### src/rtl/wishbone_arbiter_2.sv
// Two-master Wishbone arbiter: one registered grant per locked bus cycle, round-robin
// or fixed-priority tie-break, and a watchdog that ends stalled slave cycles with err.
module wishbone_arbiter_2 #(
    parameter int unsigned DATA_WIDTH   = 32,
    parameter int unsigned ADDR_WIDTH   = 32,
    parameter int unsigned SELECT_WIDTH = DATA_WIDTH / 8,
    parameter int unsigned ROUND_ROBIN  = 1,
    parameter int unsigned TIMEOUT      = 255
) (
    input  logic                    clk,
    input  logic                    rst,

    input  logic [ADDR_WIDTH-1:0]   wbm0_adr_i,
    input  logic [DATA_WIDTH-1:0]   wbm0_dat_i,
    input  logic                    wbm0_we_i,
    input  logic [SELECT_WIDTH-1:0] wbm0_sel_i,
    input  logic                    wbm0_stb_i,
    input  logic                    wbm0_cyc_i,
    output logic [DATA_WIDTH-1:0]   wbm0_dat_o,
    output logic                    wbm0_ack_o,
    output logic                    wbm0_err_o,
    output logic                    wbm0_rty_o,

    input  logic [ADDR_WIDTH-1:0]   wbm1_adr_i,
    input  logic [DATA_WIDTH-1:0]   wbm1_dat_i,
    input  logic                    wbm1_we_i,
    input  logic [SELECT_WIDTH-1:0] wbm1_sel_i,
    input  logic                    wbm1_stb_i,
    input  logic                    wbm1_cyc_i,
    output logic [DATA_WIDTH-1:0]   wbm1_dat_o,
    output logic                    wbm1_ack_o,
    output logic                    wbm1_err_o,
    output logic                    wbm1_rty_o,

    output logic [ADDR_WIDTH-1:0]   wbs_adr_o,
    output logic [DATA_WIDTH-1:0]   wbs_dat_o,
    output logic                    wbs_we_o,
    output logic [SELECT_WIDTH-1:0] wbs_sel_o,
    output logic                    wbs_stb_o,
    output logic                    wbs_cyc_o,
    input  logic [DATA_WIDTH-1:0]   wbs_dat_i,
    input  logic                    wbs_ack_i,
    input  logic                    wbs_err_i,
    input  logic                    wbs_rty_i,

    output logic [1:0]              gnt_o,
    output logic                    timeout_o
);

    localparam int unsigned CNT_W = (TIMEOUT > 0) ? $clog2(TIMEOUT + 1) : 1;

    logic [1:0] gnt;
    logic [1:0] gnt_next;
    logic       last;
    logic       to_err;
    logic       term;

    assign term = wbs_ack_i | wbs_err_i | wbs_rty_i;

    // Grant decision: a holder keeps the bus while its cyc stays high
    always_comb begin
        gnt_next = 2'b00;
        if (gnt[0] && wbm0_cyc_i) begin
            gnt_next = 2'b01;
        end else if (gnt[1] && wbm1_cyc_i) begin
            gnt_next = 2'b10;
        end else if (wbm0_cyc_i && wbm1_cyc_i) begin
            gnt_next = ((ROUND_ROBIN != 0) && !last) ? 2'b10 : 2'b01;
        end else if (wbm0_cyc_i) begin
            gnt_next = 2'b01;
        end else if (wbm1_cyc_i) begin
            gnt_next = 2'b10;
        end
    end

    // last resets to master 1 so the first tie out of reset goes to master 0
    always_ff @(posedge clk) begin
        if (rst) begin
            gnt  <= 2'b00;
            last <= 1'b1;
        end else begin
            gnt <= gnt_next;
            if (gnt_next != 2'b00) begin
                last <= gnt_next[1];
            end
        end
    end

    // Request mux toward the shared slave
    always_comb begin
        wbs_adr_o = '0;
        wbs_dat_o = '0;
        wbs_we_o  = 1'b0;
        wbs_sel_o = '0;
        wbs_stb_o = 1'b0;
        wbs_cyc_o = 1'b0;
        if (gnt[0]) begin
            wbs_adr_o = wbm0_adr_i;
            wbs_dat_o = wbm0_dat_i;
            wbs_we_o  = wbm0_we_i;
            wbs_sel_o = wbm0_sel_i;
            wbs_stb_o = wbm0_stb_i & ~to_err;
            wbs_cyc_o = wbm0_cyc_i;
        end else if (gnt[1]) begin
            wbs_adr_o = wbm1_adr_i;
            wbs_dat_o = wbm1_dat_i;
            wbs_we_o  = wbm1_we_i;
            wbs_sel_o = wbm1_sel_i;
            wbs_stb_o = wbm1_stb_i & ~to_err;
            wbs_cyc_o = wbm1_cyc_i;
        end
    end

    // Responses are combinational so single-cycle slaves keep full throughput
    assign wbm0_dat_o = wbs_dat_i;
    assign wbm1_dat_o = wbs_dat_i;
    assign wbm0_ack_o = wbs_ack_i & gnt[0];
    assign wbm1_ack_o = wbs_ack_i & gnt[1];
    assign wbm0_rty_o = wbs_rty_i & gnt[0];
    assign wbm1_rty_o = wbs_rty_i & gnt[1];
    assign wbm0_err_o = (wbs_err_i | to_err) & gnt[0];
    assign wbm1_err_o = (wbs_err_i | to_err) & gnt[1];

    assign gnt_o     = gnt;
    assign timeout_o = to_err;

    if (TIMEOUT > 0) begin : g_wd
        logic [CNT_W-1:0] wd_cnt;
        logic             wd_clear;
        logic             wd_fire;

        always_comb begin
            wd_clear = term | ~wbs_stb_o | (gnt_next != gnt) | to_err;
            wd_fire  = ~wd_clear & wbs_cyc_o & (wd_cnt == CNT_W'(TIMEOUT - 1));
        end

        // to_err is a single-cycle pulse; the counter restarts from zero behind it
        always_ff @(posedge clk) begin
            if (rst) begin
                wd_cnt <= '0;
                to_err <= 1'b0;
            end else begin
                to_err <= wd_fire;
                if (wd_clear || wd_fire) begin
                    wd_cnt <= '0;
                end else if (wbs_cyc_o) begin
                    wd_cnt <= wd_cnt + CNT_W'(1);
                end
            end
        end
    end else begin : g_no_wd
        assign to_err = 1'b0;
    end

endmodule

### config.mk
export PLATFORM = sky130hd
export DESIGN_NAME = wishbone_arbiter_2
export DESIGN_NICKNAME = d
export VERILOG_FILES = /design/src/rtl/wishbone_arbiter_2.sv
export SDC_FILE = /design/constraint.sdc
export NUM_CORES = 1
export LEC_CHECK = 0
export ABC_AREA = 1
export CORE_AREA = 2 2 127 129
export DETAILED_ROUTE_END_ITERATION = 16
export DIE_AREA = 0 0 129 131
export PLACE_DENSITY_LB_ADDON = 0.2
export SYNTH_ARGS = -nofsm -noshare
export SYNTH_HDL_FRONTEND = slang
export SYNTH_SLANG_ARGS = --single-unit
### constraint.sdc
create_clock -name clk -period 1.4 [get_ports clk]
set_input_delay 0.14 -clock clk [delete_from_list [all_inputs] [get_ports clk]]
set_output_delay 0.14 -clock clk [all_outputs]
set_load 0.02 [all_outputs]
==> results.yml <==
synthesis:
  yosys_top_cell_area_share_pct: 30.6
  cell_accounting_for_the_most_synthesized_area: "sky130_fd_sc_hd__a22o_1"
  synthMuxAreaShare_pct: 0
  netlist_cell_types: 23
  synth_top_cells_by_area: "sky130_fd_sc_hd__a22o_1 (31%), sky130_fd_sc_hd__buf_4 (25%), sky130_fd_sc_hd__dfxtp_1 (12%)"
  synthArstFlopShare_pct: 0
  synth_seq_area_share_pct: 12.2
  syn-instance-count: 281
  post_synthesis_net_count: 462
  synth_top_cells_by_count: "sky130_fd_sc_hd__a22o_1 (69), sky130_fd_sc_hd__buf_4 (66), sky130_fd_sc_hd__nand2_1 (40), sky130_fd_sc_hd__inv_1 (23), sky130_fd_sc_hd__nor2_1 (21)"
  ys_warn_count: 0
  synth_xor_area_share_pct: 1.33
  synthMostInstantiatedCell: "sky130_fd_sc_hd__a22o_1"
  syn-mean-instance-area_um2: 7.02
  synth-edff-count: 0
  synth.ff_latch_count: 12
  yosys_most_used_dff: "sky130_fd_sc_hd__dfxtp_1"
  synthesized_area_fraction_occupied_by_adder_cells_pct: 1.27
  synth_top_family_by_area: "buffers and inverters"
  synthesis.area_mm2: 0.00197
  synthSimpleGateAreaFrac_pct: 18.9
  synth_compound_gate_area_share_pct: 31.6
die:
  die-height_um: 131
  initial_core_util_pct: 12.7
  std_cell_rows: 46
  die_x_um: 129
  core-area_mm2: 0.0156
  num_io_pins: 323
  dieArea_mm2: 0.0169
clock_network:
  numCtsBuffers: 3
  htreeDepth: 1
  clock_sinks: 12
  cts_tree: "yes"
  clock_latency_ns: 0.24
  holdBufCountCts: 0
  clkTransAtPathRegs_ns: 0.04
  cts.path.max_buffers: 2
  ctsRootBufferMaster: "sky130_fd_sc_hd__clkbuf_16"
place:
  io_buffer_count: 226
  dpl.hpwl_um: 9790
  gp_congestion: 0.775
sta:
  final-setup-viol-count: 76
  max_frequency_ghz: 0.645
  worst_tran_pin_value_ns: 0.361
  setup-tns-final_ns: -6.52
  final.min_clock_period_ns: 1.55
  timing_hold_violations_final: 0
  timing.slew.headroom_pct: 75.8
  worst_hold_slack_ns: 0.280
  final.setup_skew_ns: 0.00319
  rsz_0062_raised_after_global_routing: "yes"
  min_period_over_period_pct: 111
  timing.final.max_slew_violations: 0
  timing.final.ws_setup_ns: -0.151
power_and_ir_drop:
  sw_frac_of_total_pct: 33.4
  cellInternalPower_mw: 1.76
  clock_power_share_pct: 19.6
  power.share.combinational_pct: 66.8
  powerDensity_mw_per_mm2: 540
  net-switching-power_uw: 881
  report.power.total_mw: 2.64
  sequential_power_share_pct: 13.6
  p_leak_nw: 2.11
  ir_drop_mv: 0.658
setup_path:
  worst-path-max-fanout: 6
  data_arrival_time_at_the_worst_slack_endpoint_ns: 1.41
  timing.reg2reg.worst_path_depth: 10
  crit_required_ns: 1.26
  critical_path_class: "flip-flop to output pin"
  cp-start-kind: "flip-flop"
  end_kind: "output pin"
drt:
  drtPass1Iterations: 4
  drt.antenna.violating_nets: 0
  detail_route.wirelength_um: 13400
  detail_route.wl_per_cell_um: 19.3
  num_vias: 2738
  drt_iter0_markers: 75
  post-route-drc-count: 0
  vias_per_cell: 3.96
outcome:
  violations: "setup timing"
  status: "finished, violations left"
layout:
  finish.net_count: 657
  multi_input_comb_area_mm2: 0.00124
  fillers: 1625
  fraction_of_layout_cells_with_a_size_suffix_above_1_pct: 35.0
  areaGrowthSynthToFinish_pct: 147
  ff_latch_area_um2: 245
grt:
  grt_start_max_net_pins: 38
  grt_pass1_wl_um: 15900
  grt_pass1_vias: 2489
  initial_antenna_violation_count: 3
  gr-usage-all-layers_pct: 12.5
  gr-total-overflow: 0
job:
  cap_violations: 0
hold_path:
  timing.hold.worst.class: "primary input to output pin"
  min_path_cells: 0
[state kept, by name, summed over array words and instances (netlist names)]
name	count
g_wd.wd_cnt	8
gnt_o	2
last	1
timeout_o	1
[power by group through the flow]
| stage | Combinational (mW) | Clock (mW) | Sequential (mW) |
|---|---|---|---|
| 6_report | 1.76 | 0.516 | 0.358 |
| 2_1_floorplan | 0.807 | 0 | 0.367 |
| 3_3_place_gp | 1.50 | 0 | 0.365 |
| 3_5_place_dp | 1.49 | 0 | 0.365 |
| 4_1_cts | 1.52 | 0.528 | 0.359 |
| 5_1_grt | 1.85 | 0.551 | 0.358 |
[repair_timing]
action / in CTS / in global routing
endpoints found under the setup margin: 88 / 85
cloned: 1 / 10
buffers inserted: 6 / 5
resized for setup: 310 / 165
pin swaps: 2 / 18
[metrics by stage]
step / instance area (µm²) / setup WS (ns) / std cells / utilization [%]
finish: 4880 / -0.151 / 691 / 31.3
global route: 4870 / -0.185 / 690 / 31.3
CTS: 4340 / -0.183 / 676 / 27.8
detailed placement: 4180 / -0.347 / 666 / 26.8
global placement: 4180 / -0.351 / 666 / 26.8
floorplan: 1970 / -0.0227 / 281 / -
[worst paths after layout]
| check | start | endpoint | slack (ns) |
|---|---|---|---|
| max reg2reg | gnt_o[0]$_SDFF_PP0_ | g_wd.wd_cnt[3]$_SDFFE_PP0P_ | -0.08 |
| min | wbs_dat_i[3] | wbm0_dat_o[3] | 0.28 |
| max | gnt_o[0]$_SDFF_PP0_ | wbs_adr_o[23] | -0.15 |
| min reg2reg | last$_SDFFE_PP1P_ | last$_SDFFE_PP1P_ | 0.51 |
[layout make-up]
type	instances	area share, %
Timing Repair Buffer	271	60.3
Multi-Input combinational cell	162	25.4
Tap cell	216	5.54
Sequential cell	12	5.03
Inverter	26	2.05
Clock buffer	3	1.54
Antenna cell	1	0.0513
[cell usage in the layout (no fill, tap or decap), types with 2 or more instances in the layout]
cell type	synthesis	routed
sky130_fd_sc_hd__clkdlybuf4s50_1	0	146
sky130_fd_sc_hd__buf_6	3	74
sky130_fd_sc_hd__a22o_1	69	59
sky130_fd_sc_hd__nand2_1	40	33
sky130_fd_sc_hd__buf_4	66	24
sky130_fd_sc_hd__inv_1	23	23
sky130_fd_sc_hd__nor2_1	21	14
sky130_fd_sc_hd__buf_12	0	11
sky130_fd_sc_hd__a22o_4	0	10
sky130_fd_sc_hd__dfxtp_1	12	10
sky130_fd_sc_hd__nand3_1	11	9
sky130_fd_sc_hd__clkbuf_16	0	9
sky130_fd_sc_hd__nor2_2	1	6
sky130_fd_sc_hd__nand2_2	2	6
sky130_fd_sc_hd__nand2_4	1	4
sky130_fd_sc_hd__dlygate4sd2_1	0	4
sky130_fd_sc_hd__nor2_4	1	3
sky130_fd_sc_hd__nand4_1	3	3
sky130_fd_sc_hd__nand3_4	0	2
sky130_fd_sc_hd__inv_2	3	2
sky130_fd_sc_hd__xor2_1	3	2
sky130_fd_sc_hd__a21oi_2	0	2
sky130_fd_sc_hd__a21oi_1	4	2
sky130_fd_sc_hd__ha_1	2	2
sky130_fd_sc_hd__buf_8	0	2
sky130_fd_sc_hd__clkbuf_2	0	2
sky130_fd_sc_hd__clkdlybuf4s15_2	0	2
[cell families (layout without fill, tap and decap cells)]
| logic type | Yosys count | in the layout |
|---|---|---|
| AOI/OAI and AO/OA | 73 | 73 |
| adders and majority gates | 2 | 2 |
| other | 0 | 1 |
| xor gates and xnor gates | 3 | 3 |
| buffers and inverters | 107 | 300 |
| and+or+nand+nor | 84 | 84 |
| DFF | 12 | 12 |
[worst max-delay path: stages (launching register included)]
cell and delay [ns]:
sky130_fd_sc_hd__dfxtp_4 0.36, sky130_fd_sc_hd__buf_12 0.14, sky130_fd_sc_hd__buf_12 0.13, sky130_fd_sc_hd__buf_4 0.15, sky130_fd_sc_hd__a22o_4 0.25, sky130_fd_sc_hd__buf_6 0.13
[layer usage]
layer / vias up / track usage (%) / part of all wire [%]
met2: 156 / 21.6 / 49
met1: 1267 / 14.9 / 40
li1: 1301 / - / -
met4: 4 / 1.15 / 0.57
met3: 10 / 5.33 / 10
met5: - / 0 / 0.22
No activity file was read; power rests on OpenSTA's default activity.
